## config.mk

```make
export PLATFORM = sky130hd
export DESIGN_NAME = biquad8_coeff_loader
export DESIGN_NICKNAME = d
export VERILOG_FILES = /design/src/rtl/biquad8_coeff_loader.sv
export SDC_FILE = /design/constraint.sdc
export NUM_CORES = 1
export LEC_CHECK = 0
export BUFFER_PORTS_ARGS = -buffer_cell sky130_fd_sc_hd__buf_4
export CORE_MARGIN = 3
export CORE_UTILIZATION = 35
export CTS_BUF_LIST = sky130_fd_sc_hd__clkbuf_16
export DETAILED_ROUTE_END_ITERATION = 10
export GPL_TIMING_DRIVEN = 0
export RECOVER_POWER = 50
export SLEW_MARGIN = 0
export SYNTH_ARGS = -nofsm -noshare
export SYNTH_HDL_FRONTEND = slang
export SYNTH_SLANG_ARGS = --single-unit
```

## constraint.sdc

```tcl
create_clock -name wb_clk_i -period 8.1 [get_ports wb_clk_i]
set_clock_uncertainty 0.2 [all_clocks]
set_input_delay 1.62 -clock wb_clk_i [delete_from_list [all_inputs] [get_ports wb_clk_i]]
set_output_delay 1.62 -clock wb_clk_i [all_outputs]
set_load 0.02 [all_outputs]
```

## src/rtl/biquad8_coeff_loader.sv

```systemverilog
// ---------------------------------------------------------------------------
// biquad8_coeff_loader
// Holds a small table of {reg_adr[6:0], coeff[17:0]} entries and, on a start
// pulse, pushes the first len entries to a WISHBONE target one transfer at a
// time. It then writes 32'h1 to register 7'h00 to commit the new coefficients.
// A bus error aborts the load. The commit write is skipped on abort, and err_o
// latches.
//
// Optional build macro: BIQUAD8_LOADER_TIMEOUT_EN
//   When defined, a transfer with no ack or err for TIMEOUT cycles is handled
//   exactly like m_err_i. When undefined, the loader waits forever for a
//   response.
//
// Ports
//   wb_clk_i, wb_rst_i          clock, synchronous active-high reset
//   tbl_wr_i/tbl_adr_i/tbl_dat_i table write port (ignored while busy_o)
//   start_i, len_i              start pulse and number of entries to load
//   busy_o, done_o, err_o       status (done_o is a 1-cycle pulse, err_o sticky)
//   m_cyc_o .. m_sel_o          WISHBONE master request (all registered)
//   m_ack_i, m_err_i            WISHBONE target response
// ---------------------------------------------------------------------------
module biquad8_coeff_loader #(
  parameter int unsigned NENTRY  = 16,
  parameter int unsigned TIMEOUT = 255
) (
  input  logic                      wb_clk_i,
  input  logic                      wb_rst_i,
  input  logic                      tbl_wr_i,
  input  logic [$clog2(NENTRY)-1:0] tbl_adr_i,
  input  logic [24:0]               tbl_dat_i,
  input  logic                      start_i,
  input  logic [$clog2(NENTRY):0]   len_i,
  output logic                      busy_o,
  output logic                      done_o,
  output logic                      err_o,
  output logic                      m_cyc_o,
  output logic                      m_stb_o,
  output logic                      m_we_o,
  output logic [6:0]                m_adr_o,
  output logic [31:0]               m_dat_o,
  output logic [3:0]                m_sel_o,
  input  logic                      m_ack_i,
  input  logic                      m_err_i
);

  localparam int unsigned AW = $clog2(NENTRY);
  localparam int unsigned LW = AW + 1;
  localparam int unsigned TW = 25;

  // Elaboration-time sanity check on the configuration.
  if (NENTRY < 2 || NENTRY > 32 || (NENTRY & (NENTRY - 1)) != 0 || TIMEOUT == 0) begin : g_bad_param
    $error("biquad8_coeff_loader: NENTRY must be a power of 2 in 2..32 and TIMEOUT nonzero");
  end

  typedef enum logic [2:0] {
    IDLE   = 3'd0,
    FETCH  = 3'd1,
    WRITE  = 3'd2,
    GAP    = 3'd3,
    UPDATE = 3'd4,
    FINISH = 3'd5
  } state_t;

  state_t          state_q, state_nxt;
  logic [LW-1:0]   idx_q, idx_nxt;
  logic [LW-1:0]   len_q, len_nxt;
  logic [LW-1:0]   len_sat_c;
  logic [TW-1:0]   rd_word_c;
  logic            busy_nxt, done_nxt, err_nxt;
  logic            act_nxt;
  logic [6:0]      adr_nxt;
  logic [31:0]     dat_nxt;
  logic [3:0]      sel_nxt;
  logic            timeout_c;
  logic            abort_c;

  // Coefficient table; contents are deliberately not reset.
  logic [TW-1:0] mem [NENTRY];

  always_ff @(posedge wb_clk_i) begin
    if (tbl_wr_i && !busy_o) begin
      mem[tbl_adr_i] <= tbl_dat_i;
    end
  end

  // Requested length clamped to the table depth.
  always_comb begin
    len_sat_c = len_i;
    if (len_i > LW'(NENTRY)) begin
      len_sat_c = LW'(NENTRY);
    end
  end

`ifdef BIQUAD8_LOADER_TIMEOUT_EN
  localparam int unsigned CW = $clog2(TIMEOUT + 1);
  logic [CW-1:0] to_cnt_q;

  // Cleared as a request is launched, counts edges while the request is up.
  always_ff @(posedge wb_clk_i) begin
    if (wb_rst_i) begin
      to_cnt_q <= '0;
    end else if (act_nxt && !m_cyc_o) begin
      to_cnt_q <= '0;
    end else if (m_cyc_o) begin
      to_cnt_q <= to_cnt_q + CW'(1);
    end
  end

  // Fires on the TIMEOUT-th edge the request is held without a response.
  always_comb begin
    timeout_c = m_cyc_o && (to_cnt_q == CW'(TIMEOUT - 1));
  end
`else
  always_comb begin
    timeout_c = 1'b0;
  end
`endif

  always_comb begin
    abort_c = m_err_i | timeout_c;
  end

  // State register and registered outputs.
  always_ff @(posedge wb_clk_i) begin
    if (wb_rst_i) begin
      state_q <= IDLE;
      idx_q   <= '0;
      len_q   <= '0;
      busy_o  <= 1'b0;
      done_o  <= 1'b0;
      err_o   <= 1'b0;
      m_cyc_o <= 1'b0;
      m_stb_o <= 1'b0;
      m_we_o  <= 1'b0;
      m_adr_o <= '0;
      m_dat_o <= '0;
      m_sel_o <= '0;
    end else begin
      state_q <= state_nxt;
      idx_q   <= idx_nxt;
      len_q   <= len_nxt;
      busy_o  <= busy_nxt;
      done_o  <= done_nxt;
      err_o   <= err_nxt;
      m_cyc_o <= act_nxt;
      m_stb_o <= act_nxt;
      m_we_o  <= act_nxt;
      m_adr_o <= adr_nxt;
      m_dat_o <= dat_nxt;
      m_sel_o <= sel_nxt;
    end
  end

  // Next-state and next-output logic. The bus address/data registers double
  // as the table read register: the entry is read in FETCH (or in GAP for the
  // following entry) and lands on the bus on the same edge the request is
  // raised, so the gap between transfers is a single cycle.
  always_comb begin
    state_nxt = state_q;
    idx_nxt   = idx_q;
    len_nxt   = len_q;
    busy_nxt  = busy_o;
    done_nxt  = 1'b0;
    err_nxt   = err_o;
    act_nxt   = m_cyc_o;
    adr_nxt   = m_adr_o;
    dat_nxt   = m_dat_o;
    sel_nxt   = m_sel_o;
    rd_word_c = mem[idx_q[AW-1:0]];

    unique case (state_q)
      IDLE: begin
        if (start_i) begin
          len_nxt   = len_sat_c;
          idx_nxt   = '0;
          err_nxt   = 1'b0;
          busy_nxt  = 1'b1;
          state_nxt = (len_sat_c != '0) ? FETCH : GAP;
        end
      end

      FETCH: begin
        act_nxt   = 1'b1;
        adr_nxt   = rd_word_c[24:18];
        dat_nxt   = {14'd0, rd_word_c[17:0]};
        sel_nxt   = 4'hF;
        state_nxt = WRITE;
      end

      WRITE, UPDATE: begin
        if (abort_c) begin
          act_nxt   = 1'b0;
          err_nxt   = 1'b1;
          state_nxt = FINISH;
        end else if (m_ack_i) begin
          act_nxt = 1'b0;
          if (state_q == WRITE) begin
            idx_nxt   = idx_q + LW'(1);
            state_nxt = GAP;
          end else begin
            state_nxt = FINISH;
          end
        end
      end

      GAP: begin
        act_nxt = 1'b1;
        sel_nxt = 4'hF;
        if (idx_q < len_q) begin
          adr_nxt   = rd_word_c[24:18];
          dat_nxt   = {14'd0, rd_word_c[17:0]};
          state_nxt = WRITE;
        end else begin
          adr_nxt   = 7'h00;
          dat_nxt   = 32'h0000_0001;
          state_nxt = UPDATE;
        end
      end

      FINISH: begin
        done_nxt  = 1'b1;
        busy_nxt  = 1'b0;
        state_nxt = IDLE;
      end

      default: begin
        state_nxt = IDLE;
      end
    endcase
  end

endmodule

```

==> impl_metrics.py, run 1 <==
metrics = {
    "synthesis": {
        "syn_area_um2": 16920,
        "synth-async-reset-ratio_pct": 0,
        "synth_cell_types": 37,
        "postSynthAreaPerCell_um2": 20.56,
        "syn_inst": 823,
        "synth-edff-count": 400,
        "yosysSeqAreaShare_pct": 76.55,
        "yosysWarnings": 0,
        "ys_ff_latch": 447,
        "synthFlopType": "edfxtp_1",
    },
    "place": {
        "place_inst": 1541,
        "io_buffers": 74,
        "place_congestion": 0.7718,
        "hpwl_mm": 24.91,
    },
    "setup_path": {
        "crit_family": "simple AND/OR/NAND/NOR gates",
        "cpMaxStageDelayCell": "nor2_1",
        "cp_num_buf_inv": 2,
        "critPathKind": "in2reg",
        "rrSetupSlack_ns": 4.92,
        "rr_worst_depth": 6,
        "r2r_end": "m_dat_o[12]",
        "endpoint_kind": "flop",
        "cp.required_ns": 8.16,
        "start_kind": "input port",
        "max_stage_delay_ns": 0.92,
        "worstPathMaxFanout": 17,
        "crit_arrival_ns": 3.56,
        "crit_chain": "clkbuf_1 -> nand2b_1 -> or3_1 -> nor2_1 -> buf_12",
    },
    "timing": {
        "setup_violations": 0,
        "setup_tns_ns": 0,
        "fin_crit_ns": 3.497,
        "clock.fmax_mhz": 285.9,
        "finalCritPeriodShare_pct": 43.18,
        "hold_viol": 0,
        "slew_violations": 0,
        "rsz0062_at_grt": "no",
        "worst_pin_slew_ns": 1.388,
        "relSlewSlack_pct": 7.114,
    },
    "grt": {
        "grt_usage_pct": 15.50,
        "grt_max_degree": 18,
        "grt_overflow_total": 0,
        "grt_pass1_vias": 8560,
        "antenna_found_initial": 2,
        "grt_first_pass_wirelength_mm": 57.57,
    },
    "clocking": {
        "clock-root-buffer": "clkbuf_16",
        "clk_latency_ns": 0.57,
        "cts_tree": "yes",
        "cts_resized": 0,
        "cts.clk_slew.worst_paths_ns": 0.06,
        "postCtsSetupBuffers": 0,
        "htree_levels": 2,
        "cts_hold_buf": 0,
        "cts_sinks": 447,
        "cts_buffer_depth": 3,
        "numCtsBuffers": 46,
    },
    "layout": {
        "drive_gt1_share_pct": 28.56,
        "finalNetCount": 1027,
        "final_util_pct": 42.81,
        "seqCellArea_um2": 12950,
        "layout_common_cells": "edfxtp_1, mux4_2, buf_4",
        "multiInputGateArea_um2": 3726,
        "final_common_cell": "edfxtp_1",
        "syn2layout_area_growth_pct": 19.29,
        "fillers": 4093,
        "stdcell_count": 1627,
    },
    "drt": {
        "wl_per_cell_um": 23.93,
        "via_per_inst": 5.248,
        "vias": 8538,
        "firstDrtPassIters": 5,
        "wirelength_mm": 38.94,
        "ant_nets": 0,
        "drc": 0,
        "drt-initial-drc-count": 945,
    },
    "status": {
        "status": "completed",
    },
    "die": {
        "io_pins": 89,
        "core_um2": 47150,
        "dieArea_um2": 51020,
        "die_w_um": 225.9,
        "rows": 79,
        "initial_core_util_pct": 35.89,
        "die_h_um": 225.9,
    },
    "min_path": {
        "holdCritPathClass": "reg2reg",
        "hold_start": "len_q[0]",
        "hold_depth": 2,
        "hold_end": "len_q[0]",
    },
    "power_and_ir_drop": {
        "powerDensity_nw_per_um2": 243.2,
        "leakagePower_nw": 6.478,
        "peakVddDrop_uv": 150.6,
    },
    "flow_run": {
        "drv_cap": 0,
    },
}
[metrics by stage]
| step | setup slack [ns] | instance area, um2 | hold WS [ns] | power (mW) |
|---|---|---|---|---|
| detailed placement | 4.185 | 18840 | 0.2489 | 2.903 |
| finish | 4.603 | 20180 | 0.2584 | 4.908 |
| CTS | 4.824 | 20320 | 0.2587 | 4.959 |
| global route | 4.456 | 20180 | 0.2716 | 5.080 |
| floorplan | 3.667 | 16970 | 0.2319 | 2.774 |
| global placement | 1.060 | 18280 | 0.2432 | 2.888 |
[cells in the mapped netlist, types with 9 or more instances]
library cell / number / area [um2]
buf_4: 24 / 180.2
mux4_2: 100 / 2252
nand2b_1: 9 / 56.30
a22o_1: 24 / 210.2
edfxtp_1: 400 / 12010
clkbuf_1: 22 / 82.58
dfxtp_1: 47 / 940.9
nor3_1: 10 / 50.05
a21oi_1: 12 / 60.06
nor2_1: 23 / 86.33
buf_2: 13 / 65.06
a22oi_1: 49 / 367.9
nand2_1: 35 / 131.4
[logic make-up after synthesis]
group,share of synthesized area [%]
flip-flops,76.55
other,0.02216
multiplexers,13.55
buffers and inverters,2.204
AND/OR/NAND/NOR,2.891
XOR/XNOR,0.2070
adder cells (fa/ha/maj),0.3697
AO/OA/AOI/OAI,4.208
[worst max-delay path by stage]
stage / start / to / slack, ns / cells after the start
4_1_cts: tbl_wr_i / mem[0][21] / 4.82 / 6
2_1_floorplan: tbl_wr_i / mem[0][0] / 3.67 / 3
3_5_place_dp: tbl_wr_i / mem[0][3] / 4.18 / 6
6_report: tbl_wr_i / mem[1][22] / 4.60 / 5
5_1_grt: tbl_wr_i / mem[1][20] / 4.46 / 5
3_3_place_gp: tbl_adr_i[2] / mem[0][3] / 1.06 / 3
[sequential cells by signal (all words and copies together), names as in the netlist, named ones only]
register and count:
m_dat_o 18, state_q 3, done_o 1, idx_q 5
m_adr_o 7, mem 400, len_q 5, err_o 1
busy_o 1, m_sel_o 1, m_we_o 1
[layer usage]
layer  routed length (um)  global-route usage [%]  vias to the layer above
met5                   20                       0                        -
met4                  863                   4.223                        2
met3                 2746                   3.289                       68
met2                17870                   23.59                      317
met1                17440                   22.75                     4461
li1                     -                       -                     3690
[power by group]
part           switching [mW]  internal (mW)  total [mW]
clock network           0.893           1.17        2.06
registers              0.0161           2.55        2.57
logic                   0.164          0.113       0.277
[worst reg2reg max path: stages, from the launching register on]
cell	delay [ns]
dfxtp_1	0.34
clkbuf_1	0.48
clkbuf_1	0.86
mux4_2	0.61
a22oi_1	0.23
nand2_1	0.16
a22o_1	0.19
[area by class of cell]
class	count	share of cell area, %
Timing Repair Buffer	98	4.463
Tap cell	607	3.763
Clock inverter	39	1.587
Inverter	4	0.07439
Clock buffer	46	5.703
Antenna cell	1	0.01240
Sequential cell	447	64.17
Buffer	63	1.761
Multi-Input combinational cell	322	18.46
Power figures use the tool's default switching activity.
==> inputs of run 2 (changes only) <==
Clock period 8.1 ns to 3.4 ns, I/O delays scaled along.
==> impl_metrics.py, run 2 (synthesis results as in run 1) <==
metrics = {
    "drt": {
        "wirelength_mm": 38.69,
        "wl_per_cell_um": 23.79,
        "firstDrtPassIters": 5,
        "ant_nets": 0,
        "vias": 8465,
        "drc": 0,
        "drt-initial-drc-count": 911,
        "via_per_inst": 5.206,
    },
    "setup_path": {
        "crit_arrival_ns": 3.10,
        "cp.required_ns": 3.65,
        "r2r_end": "m_dat_o[4]",
        "endpoint_kind": "flop",
        "critPathKind": "reg2reg",
        "rr_worst_depth": 7,
        "rrSetupSlack_ns": 0.55,
        "worstPathMaxFanout": 10,
        "start_kind": "flop",
    },
    "layout": {
        "syn2layout_area_growth_pct": 18.41,
        "n_antenna_cell": 0,
        "final_common_cell": "edfxtp_1",
        "layout_common_cells": "edfxtp_1, mux4_2, clkbuf_1",
        "top_regs": "mem: 400 flops, m_dat_o: 18 flops, m_adr_o: 7 flops",
        "final_util_pct": 42.49,
        "largest_register": "mem",
        "finalNetCount": 1027,
        "largest_reg_flops": 400,
        "drive_gt1_share_pct": 26.50,
    },
    "min_path": {
        "hold_depth": 3,
        "hold_start": "m_err_i",
        "hold_end": "err_o",
        "holdCritPathClass": "in2reg",
    },
    "die": {
        "initial_core_util_pct": 35.89,
        "core_um2": 47150,
        "die_h_um": 225.9,
        "io_pins": 89,
        "dieArea_um2": 51020,
        "die_w_um": 225.9,
        "rows": 79,
    },
    "clocking": {
        "clock-root-buffer": "clkbuf_16",
        "cts_buffer_depth": 3,
        "cts_tree": "yes",
        "cts_sinks": 447,
        "cts.clk_slew.worst_paths_ns": 0.06,
        "cts_resized": 0,
        "numCtsBuffers": 47,
        "postCtsSetupBuffers": 0,
        "clk_latency_ns": 0.57,
        "htree_levels": 2,
        "cts_hold_buf": 0,
    },
    "timing": {
        "fin_crit_ns": 2.846,
        "relSlewSlack_pct": 23.55,
        "rsz0062_at_grt": "no",
        "worst_pin_slew_ns": 1.143,
        "finalCritPeriodShare_pct": 83.70,
        "hold_slack_ns": 0.1969,
        "clock.fmax_mhz": 351.4,
        "slew_violations": 0,
        "setup_violations": 0,
        "hold_viol": 0,
    },
    "grt": {
        "grt_usage_pct": 15.31,
        "grt_max_degree": 24,
        "grt_pass1_vias": 8565,
        "grt_first_pass_wirelength_mm": 56.90,
        "antenna_found_initial": 1,
        "grt_overflow_total": 0,
    },
    "power_and_ir_drop": {
        "leakagePower_nw": 6.410,
        "powerDensity_nw_per_um2": 563.8,
        "peakVddDrop_uv": 302.4,
    },
    "place": {
        "io_buffers": 74,
        "hpwl_mm": 24.74,
        "place_congestion": 0.7520,
    },
    "status": {
        "status": "completed",
    },
    "flow_run": {
        "drv_cap": 0,
    },
}
run 2: cell types whose count changed in the layout (fill, tap and decap cells not counted), sizes merged:
cell	before	now
buf	106	98
bufinv	4	0
clkbuf	101	109
clkinv	26	20
diode	1	0
inv	11	21
run 2: layout make-up:
class,count,area [um2]
inverters,4,15.01
flip-flops and latches,447,12950
clock inverters,39,173.9
multi-input cells,322,3725
repair buffers,97,877.1
clock buffers,47,1176
plain buffers,63,356.6
well taps,607,759.5
fillers,4097,27110
run 2: worst max-delay path by stage:
stage                        start         end  slack [ns]  cells past startpoint
after floorplan           tbl_wr_i   mem[8][0]         0.1                      4
after global placement    tbl_wr_i   mem[4][5]       -2.32                      5
after detailed placement      flop  m_dat_o[4]        0.48                      7
after CTS                     flop  m_dat_o[4]        0.47                      7
after global routing          flop  m_dat_o[4]        0.39                      7
final                         flop  m_dat_o[4]        0.55                      7
run 2: power breakdown:
group          switching (mW)  internal (mW)
clock                    2.03           2.50
combinational           0.392          0.260
sequential             0.0356           6.08
total                    2.46           8.84
run 2: through the flow:
| stage | power, mW | std cells | TNS (ns) | setup WS (ns) | area, um2 |
|---|---|---|---|---|---|
| 5_1_grt | 11.71 | 1626 | 0 | 0.3949 | 20040 |
| 3_5_place_dp | 6.920 | 1540 | 0 | 0.4769 | 18860 |
| 2_1_floorplan | 6.609 | 836 | 0 | 0.09832 | 16970 |
| 3_3_place_gp | 6.880 | 1517 | -385.56 | -2.325 | 18290 |
| 4_1_cts | 11.46 | 1626 | 0 | 0.4696 | 20210 |
| 6_report | 11.30 | 1626 | 0 | 0.5543 | 20040 |
run 2: worst max-delay path, cell delays in order, from the launching register on:
cell and delay [ns]:
dfxtp_1 0.31, buf_2 0.20, buf_4 0.23, clkbuf_1 0.69, mux4_2 0.43, a22oi_1 0.28, nand2_1 0.17, a22o_1 0.20
run 2: per-layer routing:
| metal | track usage, % | wire length [um] | part of all wire, % | vias up |
|---|---|---|---|---|
| li1 | - | - | - | 3689 |
| met1 | 22.11 | 17400 | 45 | 4462 |
| met2 | 24.06 | 18160 | 47 | 257 |
| met3 | 2.769 | 2389 | 6.2 | 55 |
| met4 | 4.203 | 722 | 1.9 | 2 |
| met5 | 0 | 14 | 0.036 | - |
